$ cat src/rtl/kat_adc_frame_aligner.sv
// rtl/kat_adc_frame_aligner.sv - sync-locked barrel realigner for interleaved multi-channel ADC words
module kat_adc_frame_aligner #(
  parameter int N_CHAN     = 2,
  parameter int N_SAMP     = 4,
  parameter int DATA_W     = 8,
  parameter int PER_W      = 16,
  parameter int LOCK_COUNT = 3,
  parameter int OR_CNT_W   = 16
) (
  input  logic                             adc_clk,
  input  logic                             ctrl_reset,
  input  logic [N_CHAN*N_SAMP*DATA_W-1:0]  in_data,
  input  logic [N_SAMP-1:0]                in_sync,
  input  logic [N_CHAN-1:0]                in_outofrange,
  input  logic                             in_valid,
  input  logic [PER_W-1:0]                 sync_period,
  input  logic                             realign_en,
  input  logic                             or_clear,
  output logic [N_CHAN*N_SAMP*DATA_W-1:0]  out_data,
  output logic                             out_valid,
  output logic                             out_sync,
  output logic [$clog2(N_SAMP)-1:0]        offset,
  output logic                             locked,
  output logic                             lock_lost,
  output logic [N_CHAN*OR_CNT_W-1:0]       or_count
);

  localparam int OFF_W  = $clog2(N_SAMP);
  localparam int CH_W   = N_SAMP*DATA_W;
  localparam int WORD_W = N_CHAN*CH_W;
  localparam int HIT_W  = $clog2(LOCK_COUNT+1);

  typedef enum logic [1:0] {ST_SEARCH, ST_VERIFY, ST_LOCKED} state_t;

  state_t             state;
  logic [HIT_W-1:0]   hits;
  logic [PER_W-1:0]   per_cnt;
  logic               prev_msb;
  logic [WORD_W-1:0]  hist_data;
  logic               hist_valid;
  logic               hist_edge_found;
  logic [OFF_W-1:0]   hist_edge_slot;

  logic [N_SAMP-1:0]  edges;
  logic               edge_found;
  logic [OFF_W-1:0]   edge_slot;
  logic [PER_W-1:0]   cnt_now;
  logic               period_on;
  logic               mismatch;
  logic [WORD_W-1:0]  aligned;
  logic [2*CH_W-1:0]  pair;

  // Rising sync edges across the word boundary; the lowest slot wins.
  always_comb begin
    edges      = in_sync & ~{in_sync[N_SAMP-2:0], prev_msb};
    edge_found = 1'b0;
    edge_slot  = '0;
    for (int i = N_SAMP-1; i >= 0; i--) begin
      if (edges[i]) begin
        edge_found = 1'b1;
        edge_slot  = OFF_W'(i);
      end
    end
  end

  // Period bookkeeping: count value this word would carry and whether it breaks the expected cadence.
  always_comb begin
    cnt_now   = (per_cnt == '1) ? per_cnt : per_cnt + 1'b1;
    period_on = (sync_period != '0);
    mismatch  = 1'b0;
    if (period_on) begin
      if (edge_found)
        mismatch = !((cnt_now == sync_period) && (edge_slot == offset));
      else
        mismatch = (cnt_now > sync_period);
    end
  end

  // Per channel, slide an N_SAMP window over {current, history} starting at the offset.
  always_comb begin
    aligned = '0;
    pair    = '0;
    for (int c = 0; c < N_CHAN; c++) begin
      pair = {in_data[c*CH_W +: CH_W], hist_data[c*CH_W +: CH_W]};
      for (int k = 0; k < N_SAMP; k++)
        aligned[(c*N_SAMP+k)*DATA_W +: DATA_W] = pair[(int'(offset)+k)*DATA_W +: DATA_W];
    end
  end

  // Lock FSM: acquire an edge, confirm LOCK_COUNT periodic edges, drop back on any cadence error.
  always_ff @(posedge adc_clk) begin
    if (ctrl_reset) begin
      state     <= ST_SEARCH;
      hits      <= '0;
      per_cnt   <= '0;
      offset    <= '0;
      locked    <= 1'b0;
      lock_lost <= 1'b0;
    end else if (in_valid) begin
      per_cnt <= cnt_now;
      case (state)
        ST_SEARCH: begin
          if (edge_found) begin
            offset  <= edge_slot;
            hits    <= HIT_W'(1);
            per_cnt <= '0;
            if (!period_on || LOCK_COUNT == 1) begin
              state  <= ST_LOCKED;
              locked <= 1'b1;
            end else begin
              state <= ST_VERIFY;
            end
          end
        end
        ST_VERIFY: begin
          if (!period_on) begin
            state  <= ST_LOCKED;
            locked <= 1'b1;
          end else if (mismatch) begin
            state <= ST_SEARCH;
            hits  <= '0;
          end else if (edge_found) begin
            per_cnt <= '0;
            hits    <= hits + 1'b1;
            if (int'(hits) + 1 >= LOCK_COUNT) begin
              state  <= ST_LOCKED;
              locked <= 1'b1;
            end
          end
        end
        ST_LOCKED: begin
          if (period_on) begin
            if (mismatch) begin
              state     <= ST_SEARCH;
              hits      <= '0;
              locked    <= 1'b0;
              lock_lost <= 1'b1;
            end else if (edge_found) begin
              per_cnt <= '0;
            end
          end
        end
        default: begin
          state  <= ST_SEARCH;
          hits   <= '0;
          locked <= 1'b0;
        end
      endcase
    end
  end

  // History capture and registered output word in realign or pass-through mode.
  always_ff @(posedge adc_clk) begin
    if (ctrl_reset) begin
      hist_data       <= '0;
      hist_valid      <= 1'b0;
      hist_edge_found <= 1'b0;
      hist_edge_slot  <= '0;
      prev_msb        <= 1'b0;
      out_data        <= '0;
      out_valid       <= 1'b0;
      out_sync        <= 1'b0;
    end else begin
      out_valid <= 1'b0;
      out_sync  <= 1'b0;
      if (in_valid) begin
        hist_data       <= in_data;
        hist_valid      <= 1'b1;
        hist_edge_found <= edge_found;
        hist_edge_slot  <= edge_slot;
        prev_msb        <= in_sync[N_SAMP-1];
        if (realign_en) begin
          out_data  <= aligned;
          out_valid <= hist_valid;
          out_sync  <= hist_valid && hist_edge_found && (hist_edge_slot == offset);
        end else begin
          out_data  <= in_data;
          out_valid <= 1'b1;
          out_sync  <= in_sync[0];
        end
      end
    end
  end

  // Saturating per-channel overrange counters; clear wins over a same-cycle increment.
  always_ff @(posedge adc_clk) begin
    if (ctrl_reset) begin
      or_count <= '0;
    end else begin
      for (int c = 0; c < N_CHAN; c++) begin
        if (or_clear)
          or_count[c*OR_CNT_W +: OR_CNT_W] <= '0;
        else if (in_valid && in_outofrange[c] && (or_count[c*OR_CNT_W +: OR_CNT_W] != '1))
          or_count[c*OR_CNT_W +: OR_CNT_W] <= or_count[c*OR_CNT_W +: OR_CNT_W] + 1'b1;
      end
    end
  end

endmodule

$ cat config.mk
export PLATFORM = sky130hd
export DESIGN_NAME = kat_adc_frame_aligner
export DESIGN_NICKNAME = d
export VERILOG_FILES = /design/src/rtl/kat_adc_frame_aligner.sv
export SDC_FILE = /design/constraint.sdc
export NUM_CORES = 1
export LEC_CHECK = 0
export ABC_AREA = 0
export CORE_ASPECT_RATIO = 1.4
export CORE_UTILIZATION = 35
export CTS_CLUSTER_DIAMETER = 50
export CTS_CLUSTER_SIZE = 12
export DETAILED_ROUTE_END_ITERATION = 10
export PLACE_DENSITY = 0.55
export SLEW_MARGIN = 25
export SYNTH_ARGS = -nofsm -noshare
export SYNTH_HDL_FRONTEND = slang
export SYNTH_SLANG_ARGS = --single-unit
$ cat constraint.sdc
create_clock -name adc_clk -period 7.35 [get_ports adc_clk]
set_clock_uncertainty 0.15 [all_clocks]
set_input_delay 1.47 -clock adc_clk [delete_from_list [all_inputs] [get_ports adc_clk]]
set_output_delay 1.47 -clock adc_clk [all_outputs]
set_load 0.03 [all_outputs]
### After elaboration in Yosys (flattened, before gate mapping)

Index checks and enable logic that the tools add are counted.

| operators by class | value |
|---|---|
| $add $sub $neg | 8 |
| order comparisons | 2 |
| equal/unequal tests | 19 |
| shift operators | 8 |
| multiplexer cells | 41 |
| bitwise logic cells | 3 |
| reductions and logical operators | 18 |

Operators with widths:

| operator | count |
|---|---|
| 64-bit by 32-bit variable part select with 8-bit output | 3 |
| 64-bit by 7-bit variable part select with 8-bit output | 3 |
| 64-bit by 6-bit variable part select with 8-bit output | 2 |
| 16-bit two-way mux | 4 |
| 64-bit two-way mux | 1 |
| 16-bit by 1-bit adder with 16-bit output (second input constant) | 3 |
| 2-bit two-way mux | 16 |
| 16-bit inequality test (second input constant) | 2 |
| 16-bit case mux with 2 select lines | 1 |
| 16-bit equality test | 1 |
| 16-bit equality test (second input constant) | 1 |
| 16-bit greater-than comparator | 1 |
| 1-bit two-way mux | 16 |
| 16-bit nonzero test | 1 |
| 3-bit inequality test (second input constant) | 4 |
| 2-bit case mux with 3 select lines | 2 |
| 6-bit AND reduction | 2 |
| 2-bit inequality test (second input constant) | 5 |
| 4-bit inequality test (second input constant) | 2 |
| 8-bit AND reduction | 1 |
| 1-bit logical AND | 7 |
| 2-bit by 1-bit adder with 3-bit output (second input constant) | 2 |
| 2-bit by 2-bit adder with 3-bit output (second input constant) | 2 |
| 2-bit OR reduction | 3 |
| other kinds (13) | 14 |

| storage, ports and cells | value |
|---|---|
| register bits | 191 |
| input port bits | 91 |
| output and inout port bits | 102 |
| logic and storage cells | 115 |

### Logic depth before layout (Yosys ltp)

Gate-level depths: netlist (run 1).

| logic depth | value |
|---|---|
| depth in word-level cells | 14 |
| gate-level depth with buffers | 14 |

### Least setup slack after synthesis (run 1)

OpenSTA, ideal clock, no wires.

| path | value |
|---|---|
| path kind | reg-to-reg |
| from | register per_cnt[4] |
| to | register per_cnt[5] |
| arrival | 3.416 ns |
| required time | 7.083 ns |
| path slack | 3.667 ns |
| stages on the path, launching flop included | 14 |
| buffers on the path | 1 |
| period minus slack after synthesis | 3.683 ns |
| path through | dfxtp_1 > and4_1 > nand4_2 > or2_2 > buf_2 > and3_1 > xor2_1 > ha_1 > nand4_1 > or4_4 > nor2_1 > a41o_2 > o21ai_0 > a32o_1 |

| between the ends | value |
|---|---|
| longest elaborated chain between the ends | 10 |
| elaborated cells on any way between the ends | 13 |
| those cells by class | add/sub: 1; order compare: 1; eq/ne: 2; mux: 7; reduce/logical: 2 |

Ends and longest elaborated chain:

| what | line | RTL |
|---|---|---|
| start, declared | 37 | `logic [PER_W-1:0] per_cnt;` |
| start signal, assigned | 100 | `per_cnt <= cnt_now;` |
| 16-bit by 1-bit adder with 16-bit output / 16-bit equality test (equally long branches) | 68 | `cnt_now = (per_cnt == '1) ? per_cnt : per_cnt + 1'b1;` |
| 16-bit two-way mux (*) | 68 |  |
| branches (longest 7 deep; another with 16-bit greater-than comparator) | - |  |
| 16-bit case mux with 2 select lines (*) | 101 | `case (state)` |

Mark *: on every way between the ends.
A chain may end at the register's enable or synchronous reset.

### Worst setup path after layout (run 1)

| path | value |
|---|---|
| from | register per_cnt[2] |
| to | register per_cnt[4] |

The elaborated chain is that of the path after synthesis.

==> results of run 1 <==
[flip-flops by register name, summed over array words and instances (netlist names)]
signal / count
out_data: 64
hist_data: 64
hist_edge_slot: 2
hist_edge_found: 1
state: 2
per_cnt: 16
out_sync: 1
hits: 2
or_count: 32
hist_valid: 1
offset: 2
prev_msb: 1
locked: 1
lock_lost: 1
out_valid: 1
[power by group through the flow]
stage / Combinational (mW) / Sequential, mW / Clock (mW)
4_1_cts: 0.514 / 1.14 / 0.999
3_3_place_gp: 0.508 / 1.16 / 0
5_1_grt: 0.551 / 1.14 / 1.04
6_report: 0.508 / 1.14 / 0.962
2_1_floorplan: 0.283 / 1.20 / 0
3_5_place_dp: 0.511 / 1.16 / 0
[per-layer routing]
metal  wire length, um  vias up
li1                  -     4037
met1             11600     3933
met2             13900      152
met3              1390       33
met4               495        2
met5                14        -
[cell usage in the layout (no fill, tap or decap), types with 3 or more instances in the layout]
cell / count
mux4_2: 64
a211oi_2: 3
and3_1: 4
xnor2_1: 14
or3_1: 3
nand3_1: 27
a211oi_1: 66
nor4_1: 6
nor2b_1: 4
or2b_1: 3
nand2_1: 43
clkdlybuf4s50_1: 189
nor2_1: 192
nor3_1: 5
buf_4: 4
o21ai_0: 17
xor2_1: 31
a21oi_1: 25
nand4_1: 14
ha_1: 25
nand2b_1: 5
dfxtp_1: 189
nand3b_1: 5
clkbuf_8: 6
and4_1: 5
clkbuf_16: 17
a22oi_1: 4
mux2i_1: 135
a21o_1: 4
inv_1: 27
[logic make-up (layout without fill, tap and decap cells)]
logic type	count (synthesis)	count (layout)	synth area share, %
xor+xnor	45	45	3.83
buf+inv	98	255	3.74
flops	191	191	37.1
fa+ha+maj	25	25	3.04
compound gates	138	138	9.83
simple gates	335	335	15.2
mux	200	200	27.2
[how the worst max path moves through the flow]
| stage | startpoint | endpoint | slack (ns) |
|---|---|---|---|
| after floorplan | per_cnt[4] | per_cnt[5] | 3.67 |
| after global placement | sync_period[12] | per_cnt[4] | 3.01 |
| after detailed placement | sync_period[15] | per_cnt[4] | 2.98 |
| after CTS | per_cnt[2] | per_cnt[4] | 3.18 |
| after global routing | per_cnt[2] | per_cnt[0] | 2.90 |
| final | per_cnt[2] | per_cnt[4] | 3.18 |
[layout make-up]
class / count / area [um^2]
fillers: 2724 / 15600
flip-flops and latches: 191 / 3830
multi-input cells: 743 / 6090
inverters: 27 / 101
clock buffers: 23 / 498
repair buffers: 197 / 1980
clock inverters: 8 / 101
well taps: 375 / 469
[worst min-delay path: stages, from the launching register on]
cell and delay, ns:
dfxtp_1 0.32, inv_1 0.06, a221oi_2 0.05
[per-stage QoR]
| stage | hold slack, ns | instance area [um^2] | utilization [%] |
|---|---|---|---|
| detailed placement | 0.315 | 12500 | 43.5 |
| CTS | 0.329 | 13100 | 45.6 |
| finish | 0.324 | 13100 | 45.6 |
| floorplan | 0.295 | 10300 | - |
| global route | 0.357 | 13100 | 45.6 |
| global placement | 0.312 | 12500 | 43.5 |
==> out/results.tsv, run 1 <==
metric	value	unit
RSZ-0062 raised after global routing	false	
Worst Tran Pin Value	0.886	ns
CTS tree	yes	
Design Power	2.61	mW
Avg Inst Size Synth	9.98	um^2
Total GRT Usage	18.5	%
worst r2r dst	per_cnt[4]	
Iter 0 DRT Violations	345	
Via density	5.22	
Root Driver	clkbuf_16	
switching share of total power	27.8	%
core box area	28700	um^2
proportion of layout cells with a drive suffix above 1	10.8	%
min-delay worst type	register to register	
logic gate share of total power	19.5	%
maxcap violations	0	
die extent in x	147	um
Flop pwr share	43.6	%
ys flop type	dfxtp_1	
Synth Warn #	0	
clk slew on worst S/H paths	0.07	ns
cts repair resizes	0	
R2R setup slack	3.18	ns
clk sink count	191	
most common cell in the netlist	nor2_1	
number of flops mapped to enable cells by yosys	0	
CP max stage cell	or4_4	
Slew Limit Fails	0	
ordered cell list for the critical path	and4_1, nand4_2, or2_2, and3_1, xor2_1, ha_1, nand4_1, or4_4, nor2_1, a41o_2, nor2_4, a22oi_1, nor2_1	
hold_buf cts	0	
ANT cells	0	
Post-Route Setup TNS	0	ns
WP data arrival	4.31	ns
Endpoint, Worst Hold	locked	
Async S/R FF share, synth	0	%
GRT overflow	0	
commonest cells in the netlist	nor2_1, dfxtp_1, mux2i_1	
Nets	1293	
CP Buf/Inv Count	0	
Port Buffers	192	
status	finished, final reports clean	
clock share of power	36.9	%
leakage	5.04	nW
Max Clock Freq	240	MHz
area grow syn2layout	26.9	%
initial antenna violation count	1	
Final min period	4.17	ns
Initial Util	35.9	%
pre-CTS setup slack	2.98	ns
DRT Pass-1 Iters	4	
final hold vios	0	
met2 Use GR	32.7	%
Seq cells post-synth	191	
CP max FO	9	
routed len/inst	17.5	um
Tcrit/Tclk final	56.7	%
Cells after DPL	1533	
mapped cell area	10300	um^2
register area share after synthesis	37.1	%
chip height	205	um
reg2reg start	per_cnt[2]	
sw power	0.726	mW
first-pass GRT wire length	44100	um
Worst R2R Path Depth	13	
PD cells	199	nW/um^2
CP most frequent cell	nor2_1	
largest net degree at the start of global routing	165	
crit start category	register	
vias	8157	
maximum clock path buffer count	2	
Levels on crit path	13	
worst rel slew slack	40.9	%
area leader, netlist	dfxtp_1	
top cells by area, synth	dfxtp_1, mux4_2, mux2i_1	
WL final	27400	um
FP Rows	73	
# IOs	193	
worst vdd ir	0.145	mV
Top Usage Layer GRT	met2	
Internal	1.88	mW
WS Path Type	register to register	
Synthesized Nets	1148	
Final Instance Count excl. Fillers	1564	
final setup fails	0	
RePlAce Congestion	0.826	
Syn Inst Count	1032	
postcts setup bufs	0	
CTS buffer count	17	
final setup margin	3.18	ns
HP Start	locked	
CP top delay family	simple AND/OR/NAND/NOR gates	
vias in the first global route	8225	
htree depth	4	
synth unique cells	62	
Clock Latency Late Sink	0.44	ns
M3 GR Usage	5.06	%
post-route ant nets	0	
Yosys top cell area share	37.1	%
die area	30100	um^2
hold path depth	2	
Critical Path End Type	register	
slowest stage delay, CP	0.59	ns
DRC viols	0	
routing usage on met1	21.5	%
HPWL Detailed	18600	um
Critical Path RT	7.49	ns
No activity file was read; power rests on OpenSTA's default activity.
==> run 2, diff against run 1 <==
==> constraint.sdc (replaced) <==
create_clock -name adc_clk -period 4.37 [get_ports adc_clk]
set_clock_uncertainty 0.15 [all_clocks]
set_input_delay 0.874 -clock adc_clk [delete_from_list [all_inputs] [get_ports adc_clk]]
set_output_delay 0.874 -clock adc_clk [all_outputs]
set_load 0.03 [all_outputs]
==> run 2 against run 1 <==
Net effect: setup slack worse by 2.8 ns; sequential share of layout area is essentially flat; via count is 0.49% higher; core utilization barely moved; largest cell class unchanged; routed wire length shrank 0.20%; critical endpoint unchanged.
==> out/results.tsv, run 2 (synthesis gave the netlist of run 1 again) <==
metric	value	unit	change
wl on met1	11600	um	-0.12%
final hold vios	0		unchanged
hold path depth	2		unchanged
RePlAce Congestion	0.807		-2.3%
Nets	1296		+0.23%
Port Buffers	192		unchanged
PD cells	331	nW/um^2	+66%
core box area	28700	um^2	unchanged
Initial Util	35.9	%	unchanged
maximum clock path buffer count	2		unchanged
Critical Path RT	4.53	ns	-2.96 ns
Slew Limit Fails	0		unchanged
CP max FO	9		unchanged
Via density	5.24		+0.43%
Worst R2R Path Depth	13		unchanged
Final min period	3.99	ns	-0.175 ns
maxcap violations	0		unchanged
vias in the first global route	8060		-2.0%
die area	30100	um^2	unchanged
first-pass GRT wire length	43500	um	-1.4%
Post-Route Setup TNS	0	ns	unchanged
FP Rows	73		unchanged
die extent in x	147	um	unchanged
DRC viols	0		unchanged
crit start category	register		
clk slew on worst S/H paths	0.07	ns	about the same
HPWL Detailed	18600	um	-0.23%
initial antenna violation count	1		unchanged
final setup fails	0		unchanged
worst rel slew slack	34.5	%	-6.4 points
worst vdd ir	0.242	mV	+66%
WL final	27300	um	-0.20%
status	finished, final reports clean		
biggest regs	hist_data (64), out_data (64), or_count (32)		
ANT cells	0		unchanged
Tcrit/Tclk final	91.3	%	+35 points
commonest non-fill, non-tap cell in the layout	nor2_1		
Root Driver	clkbuf_16		
DRT Pass-1 Iters	5		+1
Clock Latency Late Sink	0.44	ns	about the same
chip height	205	um	unchanged
highest routed layer	met5		
Total GRT Usage	18.3	%	-0.26 points
largest net degree at the start of global routing	175		+6.1%
met2 WL	14100	um	+1.6%
leakage	5.03	nW	-0.14%
routed len/inst	17.5	um	-0.26%
Max Clock Freq	251	MHz	+4.4%
htree depth	4		unchanged
GRT overflow	0		unchanged
DR WL met3	1270	um	-9.2%
most frequent cells in the layout	nor2_1, dfxtp_1, clkdlybuf4s50_1		
area grow syn2layout	26.9	%	about the same
# IOs	193		unchanged
Iter 0 DRT Violations	406		+18%
Worst Tran Pin Value	0.982	ns	+0.0956 ns
Critical Path End Type	register		
postcts setup bufs	0		unchanged
RSZ-0062 raised after global routing	false		
post-route ant nets	0		unchanged
CTS tree	yes		
WS Path Type	register to register		
fin util	45.6	%	about the same
vias	8197		+0.49%
min-delay worst type	register to register		
WP data arrival	4.15	ns	-0.16 ns
cts repair resizes	0		unchanged
proportion of layout cells with a drive suffix above 1	10.8	%	about the same
CTS buffer count	17		unchanged
hold_buf cts	0		unchanged
clk sink count	191		unchanged
run 2: cell count changes in the layout (fill, tap and decap cells not counted):
cell | before | now
clkinvlp_4 | 1 | 2
clkinv_2 | 2 | 3
clkbuf_8 | 6 | 1
a41o_1 | 0 | 1
clkbuf_1 | 1 | 2
nor2_2 | 0 | 1
buf_4 | 4 | 5
buf_6 | 2 | 1
buf_12 | 1 | 3
nor2_1 | 192 | 191
run 2: layout make-up:
cell class / count / area (um^2)
fillers: 2793 / 15600
multi-input cells: 744 / 6100
flip-flops and latches: 191 / 3830
repair buffers: 199 / 2010
well taps: 375 / 469
clock buffers: 19 / 433
clock inverters: 10 / 114
inverters: 27 / 101
run 2: power breakdown:
part	switching (mW)	leakage, nW	total (mW)	internal [mW]
registers	0.0823	1.57	1.91	1.83
clock network	0.713	0.266	1.55	0.835
logic	0.447	3.19	0.862	0.415
total	1.24	5.03	4.32	3.08
run 2: per-layer routing:
metal	GRT usage, %	vias to the layer above
li1	-	4044
met5	0	-
met4	5.49	2
met3	4.50	25
met1	21.6	3980
met2	32.5	146
run 2: critical path: stages (launching register included):
cell,delay (ns)
dfxtp_1,0.40
and4_1,0.32
nand4_2,0.22
or2_2,0.44
and3_1,0.25
xor2_1,0.15
ha_1,0.31
nand4_1,0.13
or4_4,0.59
nor2_2,0.22
a41o_2,0.33
nor2_4,0.09
a22oi_1,0.21
nor2_1,0.05
run 2: worst paths after layout:
path / from / end / slack (ns)
max: per_cnt[4] / per_cnt[4] / 0.38
min: locked / locked / 0.31
max reg2reg: per_cnt[4] / per_cnt[4] / 0.38
min reg2reg: locked / locked / 0.31
run 2: per-stage QoR:
stage                     setup slack [ns]  std cells  instance area (um^2)  total power, mW  hold slack (ns)
final                                0.379       1565                 13100             4.32            0.312
after global routing                0.0770       1565                 13100             4.52            0.340
after CTS                            0.311       1564                 13100             4.37            0.323
after detailed placement             0.326       1535                 12500             2.82            0.309
after global placement               0.414       1535                 12500             2.81            0.310
after floorplan                      0.687       1032                 10300             2.49            0.295
==> run 3, diff against run 2 <==
--- a/config.mk
+++ b/config.mk
@@ -12,6 +12,7 @@
 export CTS_CLUSTER_SIZE = 12
 export DETAILED_ROUTE_END_ITERATION = 10
 export PLACE_DENSITY = 0.55
+export SETUP_SLACK_MARGIN = 0.3
 export SLEW_MARGIN = 25
 export SYNTH_ARGS = -nofsm -noshare
 export SYNTH_HDL_FRONTEND = slang
==> run 3 against run 2 <==
Net effect: first-iteration DRC count fell by 3.4%; die area did not move; routed wire length barely moved; setup slack gained 0.21 ns; sequential power about the same; worst hold slack about the same; register-to-register slack improved by 0.21 ns; sequential share of layout area about the same; sequential cell count unchanged; critical path depth stayed put; cell area is essentially flat; cell count is the same.
==> out/results.tsv, run 3 (synthesis gave the netlist of run 1 again) <==
metric	value	unit	change
chip height	205	um	unchanged
core box area	28700	um^2	unchanged
clk slew on worst S/H paths	0.07	ns	about the same
crit start category	register		
first-pass GRT wire length	43500	um	unchanged
DRC viols	0		unchanged
most frequent cells in the layout	nor2_1, dfxtp_1, clkdlybuf4s50_1		
status	finished, final reports clean		
die area	30100	um^2	unchanged
Initial Util	35.9	%	unchanged
Total GRT Usage	18.3	%	unchanged
Root Driver	clkbuf_16		
R2R setup slack	0.59	ns	+0.21 ns
area grow syn2layout	27.0	%	about the same
Nets	1296		unchanged
CP Buf/Inv Count	0		unchanged
RSZ-0062 raised after global routing	false		
Clock Latency Late Sink	0.44	ns	about the same
HPWL Detailed	18600	um	unchanged
Endpoint, Worst Hold	locked		
Critical Path RT	4.55	ns	+0.02 ns
DRT Pass-1 Iters	4		-1
Post-Route Setup TNS	0	ns	unchanged
Cells after DPL	1535		unchanged
CP top delay family	simple AND/OR/NAND/NOR gates		
routed len/inst	17.5	um	about the same
clk sink count	191		unchanged
met2 WL	14200	um	+0.28%
Worst R2R Path Depth	13		unchanged
CP max stage cell	or4_4		
Critical Path End Type	register		
CTS buffer count	17		unchanged
worst vdd ir	0.241	mV	-0.38%
initial antenna violation count	1		unchanged
PD cells	330	nW/um^2	-0.20%
DR WL met3	1280	um	+0.95%
maximum clock path buffer count	2		unchanged
Tcrit/Tclk final	86.5	%	-4.8 points
Slew Limit Fails	0		unchanged
die extent in x	147	um	unchanged
hold_buf cts	0		unchanged
CTS tree	yes		
FP Rows	73		unchanged
vias in the first global route	8060		unchanged
commonest non-fill, non-tap cell in the layout	nor2_1		
hold path depth	2		unchanged
min-delay worst type	register to register		
final setup fails	0		unchanged
GRT overflow	0		unchanged
Final min period	3.78	ns	-0.210 ns
Max Clock Freq	264	MHz	+5.5%
fin util	45.6	%	about the same
slowest stage delay, CP	0.60	ns	about the same
largest net degree at the start of global routing	175		unchanged
post-route ant nets	0		unchanged
Port Buffers	192		unchanged
CP max FO	8		-1
vias	8178		-0.23%
RePlAce Congestion	0.807		unchanged
# IOs	193		unchanged
Final Instance Count excl. Fillers	1565		unchanged
HP Start	locked		
Hold WS	0.312	ns	-0.0000970 ns
highest routed layer	met5		
htree depth	4		unchanged
ordered cell list for the critical path	ha_1, nand4_2, or2_4, and3_1, xor2_1, ha_1, nand4_1, or4_4, nor2_4, a41oi_4, a21oi_1, a2bb2oi_1, nor2_1		
Iter 0 DRT Violations	392		-3.4%
proportion of layout cells with a drive suffix above 1	10.9	%	+0.084 points
reg2reg start	per_cnt[0]		
Worst Tran Pin Value	0.967	ns	-0.0150 ns
worst rel slew slack	35.5	%	+1.0 points
ANT cells	0		unchanged
CP most frequent cell	ha_1		
leakage	5.03	nW	about the same
Via density	5.23		-0.23%
WS Path Type	register to register		
maxcap violations	0		unchanged
WP data arrival	3.96	ns	-0.19 ns
biggest regs	hist_data (64), out_data (64), or_count (32)		
WL final	27400	um	about the same
wl on met1	11600	um	-0.19%
final hold vios	0		unchanged
worst r2r dst	per_cnt[10]		
## run 3: layout make-up
cell class,count,area [um^2]
clock buffer,19,433
clock inverter,10,114
fill,2795,15600
inverter,27,101
multi-input combinational,744,6110
sequential,191,3830
tap,375,469
timing repair buffer,199,2010
## run 3: tightest hold or removal path: stages (launching register included)
cell and delay [ns]:
dfxtp_1 0.31, inv_1 0.06, a221oi_2 0.05
## run 3: per-layer routing
| layer | GRT usage, % | vias to the layer above |
|---|---|---|
| met5 | 0 | - |
| met4 | 5.49 | 2 |
| met3 | 4.50 | 21 |
| met2 | 32.5 | 158 |
| met1 | 21.6 | 3963 |
| li1 | - | 4034 |
## run 3: how the worst max path moves through the flow
stage | startpoint | endpoint | slack (ns) | cells past startpoint
3_5_place_dp | per_cnt[2] | per_cnt[4] | 0.33 | 13
5_1_grt | per_cnt[0] | per_cnt[10] | 0.32 | 13
6_report | per_cnt[0] | per_cnt[10] | 0.59 | 13
4_1_cts | per_cnt[2] | per_cnt[4] | 0.31 | 13
3_3_place_gp | per_cnt[2] | per_cnt[4] | 0.41 | 13
2_1_floorplan | per_cnt[4] | per_cnt[5] | 0.69 | 13
## run 3: timing repair
item,CTS,global route
buffers inserted,0,0
endpoints found under the setup margin,0,16
resized for setup,0,5
## run 3: stage by stage
stage	instance area (um^2)	total power, mW	setup slack (ns)
5_1_grt	13100	4.52	0.318
4_1_cts	13100	4.37	0.311
2_1_floorplan	10300	2.49	0.687
3_3_place_gp	12500	2.81	0.414
6_report	13100	4.32	0.588
3_5_place_dp	12500	2.82	0.326
## run 3: report_power, final
| part | switching [mW] | internal (mW) | total (mW) |
|---|---|---|---|
| sequential | 0.0822 | 1.83 | 1.91 |
| combinational | 0.448 | 0.415 | 0.862 |
| clock | 0.707 | 0.835 | 1.54 |
| total | 1.24 | 3.08 | 4.32 |
